===== config.mk =====
export PLATFORM = sky130hd
export DESIGN_NAME = branch_resolve
export DESIGN_NICKNAME = d
export VERILOG_FILES = /design/src/rtl/branch_resolve.sv
export SDC_FILE = /design/constraint.sdc
export NUM_CORES = 1
export LEC_CHECK = 0
export BUFFER_PORTS_ARGS = -buffer_cell sky130_fd_sc_hd__buf_2
export CAP_MARGIN = 20
export CORE_ASPECT_RATIO = 1.75
export CORE_MARGIN = 5
export CORE_UTILIZATION = 30
export CTS_BUF_LIST = sky130_fd_sc_hd__clkbuf_4 sky130_fd_sc_hd__clkbuf_8 sky130_fd_sc_hd__clkbuf_16
export CTS_CLUSTER_SIZE = 16
export DETAILED_ROUTE_END_ITERATION = 12
export HOLD_SLACK_MARGIN = 0.02
export PLACE_DENSITY = 0.44
export SLEW_MARGIN = 25
export SYNTH_ARGS = -nofsm -noshare
export SYNTH_HDL_FRONTEND = slang
export SYNTH_SLANG_ARGS = --single-unit

===== constraint.sdc =====
create_clock -name clk -period 9.7 [get_ports clk]
set_input_delay 0.485 -clock clk [delete_from_list [all_inputs] [get_ports clk]]
set_output_delay 0.485 -clock clk [all_outputs]
set_load 0.01 [all_outputs]

===== src/rtl/branch_resolve.sv =====
// Execute-stage branch resolution: queues BPU predictions, checks them
// against resolved outcomes, and drives counter feedback and redirects.
package core_config_pkg;
  parameter int XLEN = 32;
  typedef enum logic [3:0] {
    OP_NOP, OP_LUI, OP_AUIPC,
    OP_JAL, OP_JALR,
    OP_BEQ, OP_BNE, OP_BLT,
    OP_BGE, OP_BLTU, OP_BGEU,
    OP_LOAD, OP_STORE,
    OP_ALU, OP_ALUI
  } opcodes_t;
endpackage

module branch_resolve
  import core_config_pkg::*;
#(
  parameter int XLEN  = core_config_pkg::XLEN,
  parameter int DEPTH = 4
) (
  input  logic                    clk,
  input  logic                    rst,
  input  logic                    pred_valid,
  input  logic                    pred_taken,
  input  logic [XLEN-1:0]         pred_target,
  output logic                    pred_ready,
  input  logic                    res_valid,
  input  opcodes_t                res_instr,
  input  logic [XLEN-1:0]         res_pc,
  input  logic [XLEN-1:0]         res_imm,
  input  logic [XLEN-1:0]         res_rs1,
  input  logic                    res_cond,
  output logic                    res_ready,
  output logic                    predict_ok,
  output logic                    mispredict,
  output logic [XLEN-1:0]         redirect_pc,
  output logic                    redirect_write,
  output logic                    pipe_flush,
  output logic [$clog2(DEPTH):0]  q_count
);

  localparam int PW = $clog2(DEPTH);
  localparam int CW = PW + 1;

  typedef enum logic [1:0] {
    S_IDLE,
    S_REPORT,
    S_GAP
  } state_t;

  state_t state_q, state_d;

  logic            taken_mem  [DEPTH];
  logic [XLEN-1:0] target_mem [DEPTH];

  logic [PW-1:0]   wptr_q, wptr_d;
  logic [PW-1:0]   rptr_q, rptr_d;
  logic [CW-1:0]   cnt_q, cnt_d;

  logic            wrong_q;
  logic            cond_q;
  logic [XLEN-1:0] redirect_q;

  logic            is_cf;
  logic            is_br;
  logic            act_taken;
  logic [XLEN-1:0] act_target;
  logic [XLEN-1:0] pc_imm;
  logic [XLEN-1:0] pc_4;
  logic [XLEN-1:0] jalr_sum;

  logic            empty;
  logic            full;
  logic            head_taken;
  logic [XLEN-1:0] head_target;
  logic            wrong;

  logic            accept;
  logic            report;
  logic            clear;
  logic            push;
  logic            pop;

  assign pc_imm   = res_pc + res_imm;
  assign pc_4     = res_pc + XLEN'(4);
  assign jalr_sum = res_rs1 + res_imm;

  always_comb begin
    is_cf      = 1'b0;
    is_br      = 1'b0;
    act_taken  = 1'b0;
    act_target = pc_4;
    unique case (res_instr)
      OP_JAL: begin
        is_cf      = 1'b1;
        act_taken  = 1'b1;
        act_target = pc_imm;
      end
      OP_JALR: begin
        is_cf      = 1'b1;
        act_taken  = 1'b1;
        act_target = jalr_sum & ~XLEN'(1);
      end
      OP_BEQ, OP_BNE, OP_BLT,
      OP_BGE, OP_BLTU, OP_BGEU: begin
        is_cf      = 1'b1;
        is_br      = 1'b1;
        act_taken  = res_cond;
        act_target = res_cond ? pc_imm : pc_4;
      end
      default: ;
    endcase
  end

  // An empty queue stands in for a not-taken, fall-through prediction.
  assign empty       = (cnt_q == '0);
  assign full        = (cnt_q == CW'(DEPTH));
  assign head_taken  = !empty && taken_mem[rptr_q];
  assign head_target = empty ? pc_4 : target_mem[rptr_q];

  assign wrong = (act_taken != head_taken) ||
                 (act_taken && (act_target != head_target));

  assign res_ready  = (state_q == S_IDLE);
  assign pred_ready = !full;
  assign q_count    = cnt_q;

  assign accept = res_valid && res_ready && is_cf;
  assign report = (state_q == S_REPORT);
  assign clear  = report && wrong_q;
  assign pop    = accept && !empty;
  assign push   = pred_valid && (!full || pop) && !clear;

  always_comb begin
    wptr_d = wptr_q;
    rptr_d = rptr_q;
    cnt_d  = cnt_q;
    if (clear) begin
      wptr_d = '0;
      rptr_d = '0;
      cnt_d  = '0;
    end else begin
      wptr_d = wptr_q + PW'(push);
      rptr_d = rptr_q + PW'(pop);
      cnt_d  = cnt_q + CW'(push) - CW'(pop);
    end
  end

  always_comb begin
    state_d = state_q;
    unique case (state_q)
      S_IDLE:   if (accept) state_d = S_REPORT;
      S_REPORT: state_d = S_GAP;
      S_GAP:    state_d = S_IDLE;
      default:  state_d = S_IDLE;
    endcase
  end

  always_ff @(posedge clk) begin
    if (rst) begin
      state_q    <= S_IDLE;
      wptr_q     <= '0;
      rptr_q     <= '0;
      cnt_q      <= '0;
      wrong_q    <= 1'b0;
      cond_q     <= 1'b0;
      redirect_q <= '0;
    end else begin
      state_q <= state_d;
      wptr_q  <= wptr_d;
      rptr_q  <= rptr_d;
      cnt_q   <= cnt_d;
      if (accept) begin
        wrong_q <= wrong;
        cond_q  <= is_br;
        if (wrong) redirect_q <= act_target;
      end
    end
  end

  always_ff @(posedge clk) begin
    if (push) begin
      taken_mem[wptr_q]  <= pred_taken;
      target_mem[wptr_q] <= pred_target;
    end
  end

  // Jumps still redirect but never train the conditional counter.
  assign predict_ok     = report && cond_q && !wrong_q;
  assign mispredict     = report && cond_q && wrong_q;
  assign redirect_write = report && wrong_q;
  assign pipe_flush     = report && wrong_q;
  assign redirect_pc    = redirect_q;

endmodule


==> run_results.csv <==
group,metric,value,unit
outcome,outcome,"finished clean",
floorplanning,ios,179,
drt,ant_nets,0,
sta,finalCritPeriodShare,55.5,%
cells_and_area,multi_input_area,0.00726,mm²
grt,grt_pass1_vias,10800,
worst_setup_path,critical-path-max-stage-delay,890,ps
sta,fmax,186,MHz
place,dpl.hpwl,34300,µm
worst_setup_path,startpoint_type,"input pin",
cells_and_area,drive_gt1_share,22.5,%
worst_setup_path,critPathTopFamily,"compound AO/OA/AOI/OAI gates",
clock_network,post_cts_buffers,0,
grt,grt-ovfl-total,0,
sta,worst_slew_pin_slew,995,ps
power_and_ir_drop,powerDensity,179,mW/mm²
sta,slew_viol_final,0,
drt,viasPerCell,5.31,
grt,grt_use_met3,2.91,%
yosys,async_flop_share,0,%
worst_setup_path,r2r_setup_slack,5540,ps
yosys,syn_area,0.0125,mm²
sta,slew_headroom,32.8,%
floorplanning,start_util,30.2,%
clock_network,clk_latency,430,ps
sta,finalCriticalPeriod,5390,ps
grt,grt_max_degree,50,
yosys,synth_edf_count,132,
floorplanning,fp.dieW,164,µm
drt,drt-pass1-iter-count,5,
grt,grtUsageMet2,34.6,%
drt,wl_per_cell,21.7,µm
worst_setup_path,crit_path_cell_trace,"buf_2, inv_1, fa_1, nand2b_1, a211oi_1, nand2b_1, a21oi_1, o311ai_0, mux2_2, a2111oi_4, xnor2_1, nor4_2, and3_1, and4_1, nor2_8, o221a_2",
hold_path,hold_class,"in2reg",
yosys,syn-num-nets,1463,
worst_setup_path,reg2regPathDepth,12,
clock_network,cts.sink_count,175,
worst_setup_path,slowest_stage,"o311ai_0",
yosys,ys_warn_count,0,
yosys,syn_inst,1256,
worst_setup_path,regToRegEndpoint,"redirect_pc[16]",
sta,setup_viol,0,
worst_setup_path,startpoint,"res_imm[1]",
power_and_ir_drop,max-vdd-ir-drop,0.109,mV
yosys,synth_flop_cell,"edfxtp_1",
sta,grt_setup_unrepaired,"no",
worst_setup_path,cp.arrival,5700,ps
yosys,synth-seq-cells,175,
grt,grt_first_pass_wirelength,63500,µm
worst_setup_path,endpoint_kind,"flop",
drt,drt-total-wl,42600,µm
clock_network,cts_buffer_depth,2,
worst_setup_path,crit_fanout,28,
yosys,yosysSeqAreaShare,38.5,%
sta,finalSetupTns,0,ps
worst_setup_path,cp-endpoint,"redirect_pc[16]",
cells_and_area,final_nets,1600,
grt,track_usage,18.1,%
clock_network,tritoncts,"done",
drt,drc,0,
power_and_ir_drop,p_leak,5.42,nW
cells_and_area,regArea,0.00483,mm²
sta,finalHoldViolCount,0,
cells_and_area,utilization,34.9,%
clock_network,cts_resized,0,
yosys,syn_avg_cell_area,9.97,µm²
yosys,yosysUniqueCellTypes,87,
cells_and_area,fill_cells,4290,
drt,vias,10400,
clock_network,cts.reportedPaths.clkPinSlew,60,ps
floorplanning,core,0.0415,mm²
flow_run,drv_cap,0,
place,io_buffers,178,
worst_setup_path,critical_path_class,"in2reg",
floorplanning,die_y,280,µm
cells_and_area,syn_to_final_growth,15.7,%
grt,busiest_layer,"met2",
worst_setup_path,cp.buffers_inverters,2,
worst_setup_path,r2r-start,"rptr_q[0]",
clock_network,htree_levels,4,
worst_setup_path,cp_common_cell,"nand2b_1",
clock_network,clock-root-buffer,"clkbuf_16",
worst_setup_path,path_depth,16,
drt,drtIter0Drc,631,
grt,grt.met1_usage,20.2,%
floorplanning,core.rowCount,99,
sta,finalClockSkew,10.8,ps
clock_network,ctsHoldBuffers,0,
place,place_congestion,0.868,
clock_network,cts_buffers,17,
grt,antenna_found_initial,5,
worst_setup_path,cp_data_required_time,10010,ps
floorplanning,die_area,0.0461,mm²
==> metal layers <==
layer / share of wire [%] / vias up
met1: 39 / 5047
li1: - / 5067
met3: 3.8 / 55
met4: 2.8 / 4
met2: 54 / 257
met5: 0.075 / -
==> placed cells by master, fill, tap and decap left out, drive strengths merged, types with 5 or more instances in the layout <==
master | netlist | layout
nor2 | 108 | 108
a21o | 26 | 26
and3 | 15 | 15
mux2 | 5 | 5
a211oi | 22 | 22
or2 | 6 | 6
edfxtp | 132 | 132
o221ai | 6 | 6
or3 | 8 | 8
o221a | 8 | 8
o31ai | 6 | 6
mux4 | 33 | 33
mux2i | 23 | 23
nor3 | 17 | 17
ha | 66 | 66
xnor2 | 64 | 64
inv | 23 | 23
nand4 | 32 | 32
nand3 | 37 | 37
nand2b | 9 | 9
a21oi | 127 | 127
o211ai | 12 | 12
xor2 | 37 | 37
clkbuf | 36 | 22
a22oi | 7 | 7
nand2 | 109 | 109
clkinv | 0 | 6
o21ai | 79 | 79
buf | 37 | 191
o21bai | 5 | 5
nor4 | 10 | 10
dfxtp | 43 | 43
o21a | 19 | 19
==> how the worst min path moves through the flow <==
stage | start | endpoint | slack [ps] | depth (start not counted)
final | pred_target[16] | target_mem[2][16] | 280 | 1
after global routing | pred_target[4] | target_mem[2][4] | 250 | 1
after CTS | pred_target[4] | target_mem[2][4] | 250 | 1
after detailed placement | redirect_pc[2] | redirect_pc[2] | 450 | 1
after global placement | redirect_pc[2] | redirect_pc[2] | 450 | 1
after floorplan | cond_q | cond_q | 480 | 2
==> layout make-up <==
cell class | count | area share [%]
Antenna cell | 2 | 0.0345
Clock buffer | 22 | 3.19
Clock inverter | 10 | 1.14
Inverter | 23 | 0.596
Multi-Input combinational cell | 985 | 50.1
Sequential cell | 175 | 33.3
Tap cell | 555 | 4.79
Timing Repair Buffer | 191 | 6.82
==> Yosys cell counts, types with 5 or more instances <==
cell / count / area (µm²)
nor4_1: 7 / 43.8
a21o_1: 26 / 195
mux2i_1: 23 / 230
a22oi_1: 7 / 52.6
buf_6: 6 / 67.6
o21bai_1: 5 / 37.5
and3_1: 15 / 93.8
nand4_1: 31 / 194
nand2_1: 109 / 409
o221a_2: 8 / 90.1
a211oi_2: 11 / 138
nor3_1: 16 / 80.1
nand2b_1: 9 / 56.3
o21ai_1: 6 / 30.0
o211ai_1: 12 / 90.1
buf_2: 28 / 140
mux4_2: 33 / 743
a21oi_1: 124 / 621
clkbuf_1: 36 / 135
nand3_1: 37 / 185
o21a_1: 19 / 143
o21ai_0: 73 / 365
ha_1: 66 / 826
inv_1: 23 / 86.3
a211oi_1: 11 / 82.6
edfxtp_1: 132 / 3960
nor2_1: 106 / 398
or3_1: 8 / 50.1
xnor2_1: 64 / 561
xor2_1: 37 / 324
dfxtp_1: 43 / 861
mux2_2: 5 / 56.3
or2_2: 6 / 37.5
o221ai_1: 6 / 52.6
==> registers in the layout (all words and copies together) (netlist names) <==
name / cells
cond_q: 1
q_count: 3
redirect_pc: 32
rptr_q: 2
state_q: 2
taken_mem: 4
target_mem: 128
wptr_q: 2
wrong_q: 1
==> through the flow <==
stage          instance area (µm²)  cells  hold slack [ps]  worst slack, ps  power (mW)
2_1_floorplan                12500   1256              482             5100        1.59
3_3_place_gp                 13900   1929              449             3890        1.89
3_5_place_dp                 13900   1929              454             3850        1.90
4_1_cts                      14500   1961              254             4290        2.63
5_1_grt                      14500   1962              250             4100        2.74
6_report                     14500   1963              277             4310        2.59
==> cells by family after synthesis <==
| kind of cell | share of synthesized area [%] |
|---|---|
| compound gates | 20.7 |
| xor+xnor | 7.06 |
| fa+ha+maj | 7.07 |
| buf+inv | 3.58 |
| flops | 38.5 |
| mux | 8.22 |
| simple gates | 14.9 |
==> worst register-to-register path, stage by stage (launching register included) <==
cell	delay, ps
dfxtp_2	390
buf_4	550
mux4_2	430
nand2_1	270
nor3_1	280
nand4_1	160
nor3_1	240
o2111ai_1	180
nor4_2	310
and3_1	220
and4_1	500
nor2_8	190
o221a_2	330
==> where the power goes <==
part | internal [mW] | total, mW | switching (mW)
registers | 0.887 | 0.924 | 0.0366
logic | 0.371 | 0.951 | 0.580
clock network | 0.446 | 0.718 | 0.272
Note: power is estimated with default switching activity, not from simulation.
